===== src/rtl/seg_frame_rx_pkg.sv =====
// Shared definitions for the serial seven-segment frame receiver.
// Holds the frame FSM encoding, the active-low segment pattern table,
// frame/digit sizing and a helper that decodes the digit-select byte.
package seg_frame_rx_pkg;

    localparam int unsigned FRAME_BITS = 16;
    localparam int unsigned NUM_DIGITS = 4;

    typedef enum logic [1:0] {
        ST_IDLE,   // no bits received
        ST_SHIFT,  // 1..15 bits received
        ST_FULL,   // exactly 16 bits received
        ST_OVER    // more than 16 bits received
    } frame_state_t;

    // Active-low segment patterns for hex digits 0..F, indexed by nibble.
    localparam logic [7:0] SEG_TABLE [16] = '{
        8'hC0, 8'hF9, 8'hA4, 8'hB0, 8'h99, 8'h92, 8'h82, 8'hF8,
        8'h80, 8'h90, 8'h88, 8'h83, 8'hC6, 8'hA1, 8'h86, 8'h8E
    };

    typedef struct packed {
        logic       vld;
        logic [1:0] idx;
    } sel_dec_t;

    // Active-low select: upper nibble all ones, exactly one zero in the
    // lower nibble; the position of that zero is the digit index.
    function automatic sel_dec_t sel_decode(input logic [7:0] sel);
        sel_dec_t r;
        r.vld = 1'b0;
        r.idx = 2'd0;
        if (sel[7:4] == 4'hF) begin
            case (sel[3:0])
                4'hE: begin r.vld = 1'b1; r.idx = 2'd0; end
                4'hD: begin r.vld = 1'b1; r.idx = 2'd1; end
                4'hB: begin r.vld = 1'b1; r.idx = 2'd2; end
                4'h7: begin r.vld = 1'b1; r.idx = 2'd3; end
                default: begin r.vld = 1'b0; r.idx = 2'd0; end
            endcase
        end
        return r;
    endfunction

endpackage


===== src/rtl/seg_frame_rx_decode.sv =====
// Combinational segment-pattern decoder.
// Ports:
//   i_seg  - active-low segment byte (bit 7 = decimal point, ignored)
//   o_nib  - decoded hex nibble (0 when not decodable)
//   o_vld  - high when the pattern matches a table entry
module seg_decode
    import seg_frame_rx_pkg::*;
(
    input  logic [7:0] i_seg,
    output logic [3:0] o_nib,
    output logic       o_vld
);

    always_comb begin
        o_nib = '0;
        o_vld = 1'b0;
        for (int unsigned i = 0; i < 16; i++) begin
            if (i_seg[6:0] == SEG_TABLE[i][6:0]) begin
                o_nib = 4'(i);
                o_vld = 1'b1;
            end
        end
    end

endmodule


===== src/rtl/seg_frame_rx.sv =====
// Receiver for a shift-register style seven-segment display link.
// Serial data is shifted in on ds_shcp rising edges and framed by
// ds_stcp; each 16-bit frame carries {select, segment} bytes (active-low)
// for one digit. When all four digits have been written, the assembled
// hex value is presented on dout with a dout_vld pulse.
// Ports:
//   clk, rst  - system clock, asynchronous active-high reset
//   ds_data   - serial data (async)
//   ds_shcp   - shift clock (async), data valid on rising edge
//   ds_stcp   - latch strobe (async), rising edge ends a frame
//   dout      - recovered value, digit3 in [15:12] .. digit0 in [3:0]
//   dout_vld  - one-cycle pulse when dout updates
//   frm_err   - one-cycle pulse: latch with bit count != 16
//   code_err  - one-cycle pulse: undecodable segment or select byte
//   link_up   - high while latch strobes keep arriving within TIMEOUT_CNT
module seg_frame_rx
    import seg_frame_rx_pkg::*;
#(
    parameter int unsigned TIMEOUT_CNT = 25_000_000
) (
    input  logic        clk,
    input  logic        rst,
    input  logic        ds_data,
    input  logic        ds_shcp,
    input  logic        ds_stcp,
    output logic [15:0] dout,
    output logic        dout_vld,
    output logic        frm_err,
    output logic        code_err,
    output logic        link_up
);

    localparam int unsigned TO_W = (TIMEOUT_CNT > 1) ? $clog2(TIMEOUT_CNT) : 1;

    // Synchronizers and edge detect
    logic r_data_s1, r_data_s2;
    logic r_shcp_s1, r_shcp_s2, r_shcp_s3;
    logic r_stcp_s1, r_stcp_s2, r_stcp_s3;
    logic w_sh_rise, w_st_rise;

    always_ff @(posedge clk or posedge rst) begin
        if (rst) begin
            r_data_s1 <= 1'b0;
            r_data_s2 <= 1'b0;
            r_shcp_s1 <= 1'b0;
            r_shcp_s2 <= 1'b0;
            r_shcp_s3 <= 1'b0;
            r_stcp_s1 <= 1'b0;
            r_stcp_s2 <= 1'b0;
            r_stcp_s3 <= 1'b0;
        end else begin
            r_data_s1 <= ds_data;
            r_data_s2 <= r_data_s1;
            r_shcp_s1 <= ds_shcp;
            r_shcp_s2 <= r_shcp_s1;
            r_shcp_s3 <= r_shcp_s2;
            r_stcp_s1 <= ds_stcp;
            r_stcp_s2 <= r_stcp_s1;
            r_stcp_s3 <= r_stcp_s2;
        end
    end

    assign w_sh_rise = r_shcp_s2 & ~r_shcp_s3;
    assign w_st_rise = r_stcp_s2 & ~r_stcp_s3;

    // Frame FSM and shift register
    frame_state_t r_state, w_state_nxt;
    logic [4:0]   r_bit_cnt, w_bit_cnt_nxt;
    logic [15:0]  r_shreg;

    always_ff @(posedge clk or posedge rst) begin
        if (rst) begin
            r_state   <= ST_IDLE;
            r_bit_cnt <= '0;
        end else begin
            r_state   <= w_state_nxt;
            r_bit_cnt <= w_bit_cnt_nxt;
        end
    end

    // A latch strobe wins over a coincident shift edge; that shift is dropped.
    always_comb begin
        w_state_nxt   = r_state;
        w_bit_cnt_nxt = r_bit_cnt;
        if (w_st_rise) begin
            w_state_nxt   = ST_IDLE;
            w_bit_cnt_nxt = '0;
        end else if (w_sh_rise) begin
            case (r_state)
                ST_IDLE: begin
                    w_state_nxt   = ST_SHIFT;
                    w_bit_cnt_nxt = 5'd1;
                end
                ST_SHIFT: begin
                    w_bit_cnt_nxt = r_bit_cnt + 5'd1;
                    if (r_bit_cnt == 5'(FRAME_BITS - 1)) begin
                        w_state_nxt = ST_FULL;
                    end
                end
                ST_FULL: begin
                    w_state_nxt   = ST_OVER;
                    w_bit_cnt_nxt = 5'(FRAME_BITS + 1);
                end
                ST_OVER: begin
                    w_state_nxt   = ST_OVER;
                end
                default: begin
                    w_state_nxt   = ST_IDLE;
                    w_bit_cnt_nxt = '0;
                end
            endcase
        end
    end

    always_ff @(posedge clk or posedge rst) begin
        if (rst) begin
            r_shreg <= '0;
        end else if (w_sh_rise && !w_st_rise) begin
            r_shreg <= {r_shreg[14:0], r_data_s2};
        end
    end

    // Latch stage: capture the frame on the strobe edge
    logic       r_lat_frame;
    logic       r_lat_bad;
    logic [7:0] r_lat_sel;
    logic [7:0] r_lat_seg;

    always_ff @(posedge clk or posedge rst) begin
        if (rst) begin
            r_lat_frame <= 1'b0;
            r_lat_bad   <= 1'b0;
            r_lat_sel   <= '0;
            r_lat_seg   <= '0;
        end else begin
            r_lat_frame <= w_st_rise && (r_state == ST_FULL);
            r_lat_bad   <= w_st_rise && (r_state != ST_FULL);
            if (w_st_rise && (r_state == ST_FULL)) begin
                r_lat_sel <= r_shreg[15:8];
                r_lat_seg <= r_shreg[7:0];
            end
        end
    end

    // Decode/store stage
    logic [3:0]                  w_nib;
    logic                        w_seg_vld;
    sel_dec_t                    w_sel;
    logic                        w_frame_ok;
    logic [NUM_DIGITS-1:0][3:0]  r_digit, w_digit_nxt;
    logic [NUM_DIGITS-1:0]       r_written, w_written_nxt;

    seg_decode u_seg_decode (
        .i_seg (r_lat_seg),
        .o_nib (w_nib),
        .o_vld (w_seg_vld)
    );

    assign w_sel      = sel_decode(r_lat_sel);
    assign w_frame_ok = r_lat_frame & w_sel.vld & w_seg_vld;

    always_comb begin
        w_digit_nxt   = r_digit;
        w_written_nxt = r_written;
        if (w_frame_ok) begin
            w_digit_nxt[w_sel.idx]   = w_nib;
            w_written_nxt[w_sel.idx] = 1'b1;
        end
    end

    always_ff @(posedge clk or posedge rst) begin
        if (rst) begin
            r_digit   <= '0;
            r_written <= '0;
            dout      <= '0;
            dout_vld  <= 1'b0;
            frm_err   <= 1'b0;
            code_err  <= 1'b0;
        end else begin
            dout_vld <= 1'b0;
            frm_err  <= r_lat_bad;
            code_err <= r_lat_frame & ~(w_sel.vld & w_seg_vld);
            r_digit  <= w_digit_nxt;
            // Publishing uses the next-digit view so the completing write
            // is included in the same cycle it lands.
            if (w_written_nxt == '1) begin
                dout      <= w_digit_nxt;
                dout_vld  <= 1'b1;
                r_written <= '0;
            end else begin
                r_written <= w_written_nxt;
            end
        end
    end

    // Link supervision
    logic [TO_W-1:0] r_to_cnt;

    always_ff @(posedge clk or posedge rst) begin
        if (rst) begin
            r_to_cnt <= '0;
            link_up  <= 1'b0;
        end else if (w_st_rise) begin
            r_to_cnt <= '0;
            link_up  <= 1'b1;
        end else if (r_to_cnt == TO_W'(TIMEOUT_CNT - 1)) begin
            link_up  <= 1'b0;
        end else begin
            r_to_cnt <= r_to_cnt + TO_W'(1);
        end
    end

endmodule


===== config.mk =====
export PLATFORM = sky130hd
export DESIGN_NAME = seg_frame_rx
export DESIGN_NICKNAME = d
export VERILOG_FILES = /design/src/rtl/seg_frame_rx_pkg.sv /design/src/rtl/seg_frame_rx_decode.sv /design/src/rtl/seg_frame_rx.sv
export SDC_FILE = /design/constraint.sdc
export NUM_CORES = 1
export LEC_CHECK = 0
export BUFFER_PORTS_ARGS = -buffer_cell sky130_fd_sc_hd__buf_2
export CAP_MARGIN = 30
export CORE_UTILIZATION = 61
export CTS_CLUSTER_SIZE = 10
export DETAILED_ROUTE_END_ITERATION = 16
export PLACE_DENSITY = 0.85
export SETUP_SLACK_MARGIN = 0.4
export SYNTH_ARGS = -nofsm -noshare
export SYNTH_HDL_FRONTEND = slang
export SYNTH_SLANG_ARGS = --single-unit

===== constraint.sdc =====
create_clock -name clk -period 4.7 [get_ports clk]
set_input_delay 0.47 -clock clk [delete_from_list [all_inputs] [get_ports clk]]
set_output_delay 0.47 -clock clk [all_outputs]
set_load 0.005 [all_outputs]

==> metrics.md <==
| Metric | Value |
|---|---|
| Outcome | `completed` |
| Crit Path Category | `flop to flop` |
| CTS tree | `yes` |
| Clock Skews | `roughly 0.0083 ns` |
| Vias in the first global route | `3513` |
| RSZ-0062 raised after global routing | `no` |
| Gr usage total | `24.8%` |
| Capture point of the worst reg-to-reg path | `dout[12]$_DFFE_PP0N_` |
| Area Overhead vs Synth | `14.9%` |
| Synth unique cells | `52` |
| Ys Warns | `0` |
| Drt pass-1 iters | `4` |
| Worst setup SP type | `flop` |
| Post-synth EDFFs | `0` |
| Pwr/cell area | `483 nW/um^2` |
| Setup TNS | `0 ns` |
| Routability cong. | `0.810` |
| Post-CTS Setup Bufs | `0` |
| Final net count | `465` |
| Wire length of the first global-routing pass | `16600 um` |
| Worst Hold End | `r_data_s1$_DFF_PP0_` |
| Sequential element share of the synthesized area | `55.5%` |
| Peak VDD IR | `between 0.3 and 0.4 mV` |
| Cell Area, Placed | `5300 um^2` |
| CORE AREA | `~7900 um^2` |
| Synth Flop Type | `dfrtp_1` |
| Largest net degree at the start of global routing | `77` |
| Routed vias | `~3400` |
| Flop pwr share | `44.2%` |
| Share of synthesized registers carrying an async set or reset | `100%` |
| Initial antenna violation count | `0` |
| Synth area leaders | `dfrtp_1, mux2_2, mux2_4` |
| Antenna-violating nets left | `0` |
| WP data required | `around 5.1 ns` |
| Syn nets | `~430` |
| Leak | `between 0.002 and 0.003 uW` |
| Synthesized flop and latch total | `113` |
| Reg2reg start | `r_lat_seg[3]$_DFFE_PP0P_` |
| Row count | `32` |
| N_diodes | `0` |
| Internal power | `1990 uW` |
| GRT overflow | `0` |
| Actual slew at the worst max-slew pin | `0.888 ns` |
| R2r worst-path depth | `8` |
| Final Util | `74.2%` |
| CTS root buf | `clkbuf_8` |
| Die area | `8720 um^2` |
| HP Start | `ds_data` |
| Hold Path Stages | `1` |
| Share of cells above drive strength 1 | `between 20 and 30%` |
| Final wirelength | `between 9000 and 10000 um` |
| Cell Count, Final, Fillers Out | `567` |
| Routed length per instance | `16.9 um` |
| Post-DP HPWL | `6140 um` |
| Iteration-0 DRC Markers | `about 110` |
| Number of buffers created by CTS | `17` |
| Worst min path class | `input pin to flop` |
| Drt via density | `5.96` |
| Commonest cells after routing, fill and taps aside | `dfrtp_1, mux2_2, nor2_1` |
| Setup violators final | `0` |
| Yosys top cell by area | `dfrtp_1` |
| H-tree lvl count | `4` |
| Hold_buf cts | `0` |
| WHS | `0.0684 ns` |
| Die Span X | `roughly 93 um` |
| Mapped cell area | `5090 um^2` |
| Initial cell density of the core | `64.6%` |
| Slew headroom | `between 40% and 50%` |
| Die H | `93.4 um` |
| Crit path max fanout | `15` |
| IO Pins | `25` |
| Switching part of the total | `29.7%` |
| Final Slew Violations | `0` |
| Cell total after placement | `535` |
| Crit end category | `flop` |
| Worst-path clk slew | `roughly 0.060 ns` |
| Design area | `between 5000 and 6000 um^2` |
| Clk buf depth | `2` |
| Period utilisation layout | `83.2%` |
| Clock Sinks | `113` |
| Comb power frac | `14.8%` |
| PortBufs | `24` |
| Psw | `838 uW` |
| Leading cell type in the layout, fill and taps excluded | `dfrtp_1` |
| R2r setup slk | `0.79 ns` |
| Max-cap violations | `0` |
| Post-cts resize count | `0` |
| Synth top area share | `55.5%` |
| Avg Inst Size Synth | `~12 um^2` |
| Min Clock Period, post-route | `3.91 ns` |
| Remaining DRCs | `0` |
| Fmax | `256 MHz` |
| Clk pwr share | `41.0%` |
| Crit path DAT | `~4.3 ns` |
| Synth Instances | `between 400 and 500` |
| Clock latency on the worst-skew pair | `0.50 ns` |
| Final Hold Violating Endpoints | `0` |
==> cell type report <==
cell class / instances / area, um^2
repair buffers: 27 / 143
fillers: 483 / 2040
well taps: 102 / 128
multi-input cells: 282 / 2150
flip-flops and latches: 113 / 2830
inverters: 11 / 43.8
clock inverters: 15 / 139
clock buffers: 17 / 414
==> power groups by stage <==
stage                     Combinational (uW)  Clock, uW  Sequential (uW)
final                                    417       1160             1250
after global routing                     457       1230             1270
after CTS                                417       1170             1250
after detailed placement                 405          0             1260
after global placement                   387          0             1240
after floorplan                          389          0             1170
==> state kept, by name (all words and copies together) (netlist names), 2 cells and up <==
register and cells:
dout 16, r_bit_cnt 5, r_digit 16, r_lat_seg 7, r_lat_sel 8, r_shreg 16, r_state 2, r_to_cnt 25
r_written 4
==> Yosys cell counts (2+ instances only) <==
library cell	count
dfrtp_1	113
mux2_2	45
nor2_1	41
nand3_1	22
nand2_1	20
xor2_1	20
mux2_4	14
clkbuf_1	12
inv_1	11
o21ai_0	11
a21oi_1	9
nor2b_1	9
ha_1	8
and3_1	7
nand4_1	7
nor3_1	7
nor3b_1	7
xnor2_1	5
nand2b_1	4
a211oi_1	3
and4_1	3
nor4_1	3
nor4b_1	3
o31ai_1	3
buf_6	2
mux2_1	2
nand4b_1	2
nor4bb_1	2
o211ai_1	2
or4b_4	2
==> how the worst max path moves through the flow <==
stage,startpoint,end,depth (start not counted)
after detailed placement,r_lat_seg[3]$_DFFE_PP0P_,dout[12]$_DFFE_PP0N_,8
after floorplan,rst,code_err$_DFF_PP0_,1
after CTS,r_lat_seg[3]$_DFFE_PP0P_,dout[12]$_DFFE_PP0N_,8
after global routing,r_lat_seg[6]$_DFFE_PP0P_,dout[12]$_DFFE_PP0N_,8
final,r_lat_seg[3]$_DFFE_PP0P_,dout[12]$_DFFE_PP0N_,8
after global placement,r_lat_seg[3]$_DFFE_PP0P_,dout[8]$_DFFE_PP0N_,8
==> per-layer routing <==
layer | track usage (%) | routed length [um]
met1 | 30.2 | 4120
met2 | 42.8 | 4990
met3 | 6.02 | 341
met4 | 9.36 | 127
met5 | 0 | 0
==> cells by family after synthesis <==
family	share of synthesized area (%)
and+or+nand+nor	15.9
DFF	55.5
muxes	14.7
AOI/OAI and AO/OA	5.14
buffers and inverters	2.21
xor gates and xnor gates	4.30
adders and majority gates	2.16
==> per-stage QoR <==
stage               worst slack (ns)  total power [uW]
floorplan                       1.24              1560
global placement               0.998              1630
detailed placement             0.848              1670
CTS                            0.788              2840
global route                   0.651              2960
finish                         0.789              2820
==> critical path: stages, from the launching register on <==
cell and delay (ns):
dfrtp_1 0.54, or4b_4 0.62, or4b_4 0.51, and3_4 0.19
a31oi_2 0.37, nor2_2 0.12, nor4_4 0.75, buf_4 0.36
mux2_4 0.32
Power figures use the tool's default switching activity.
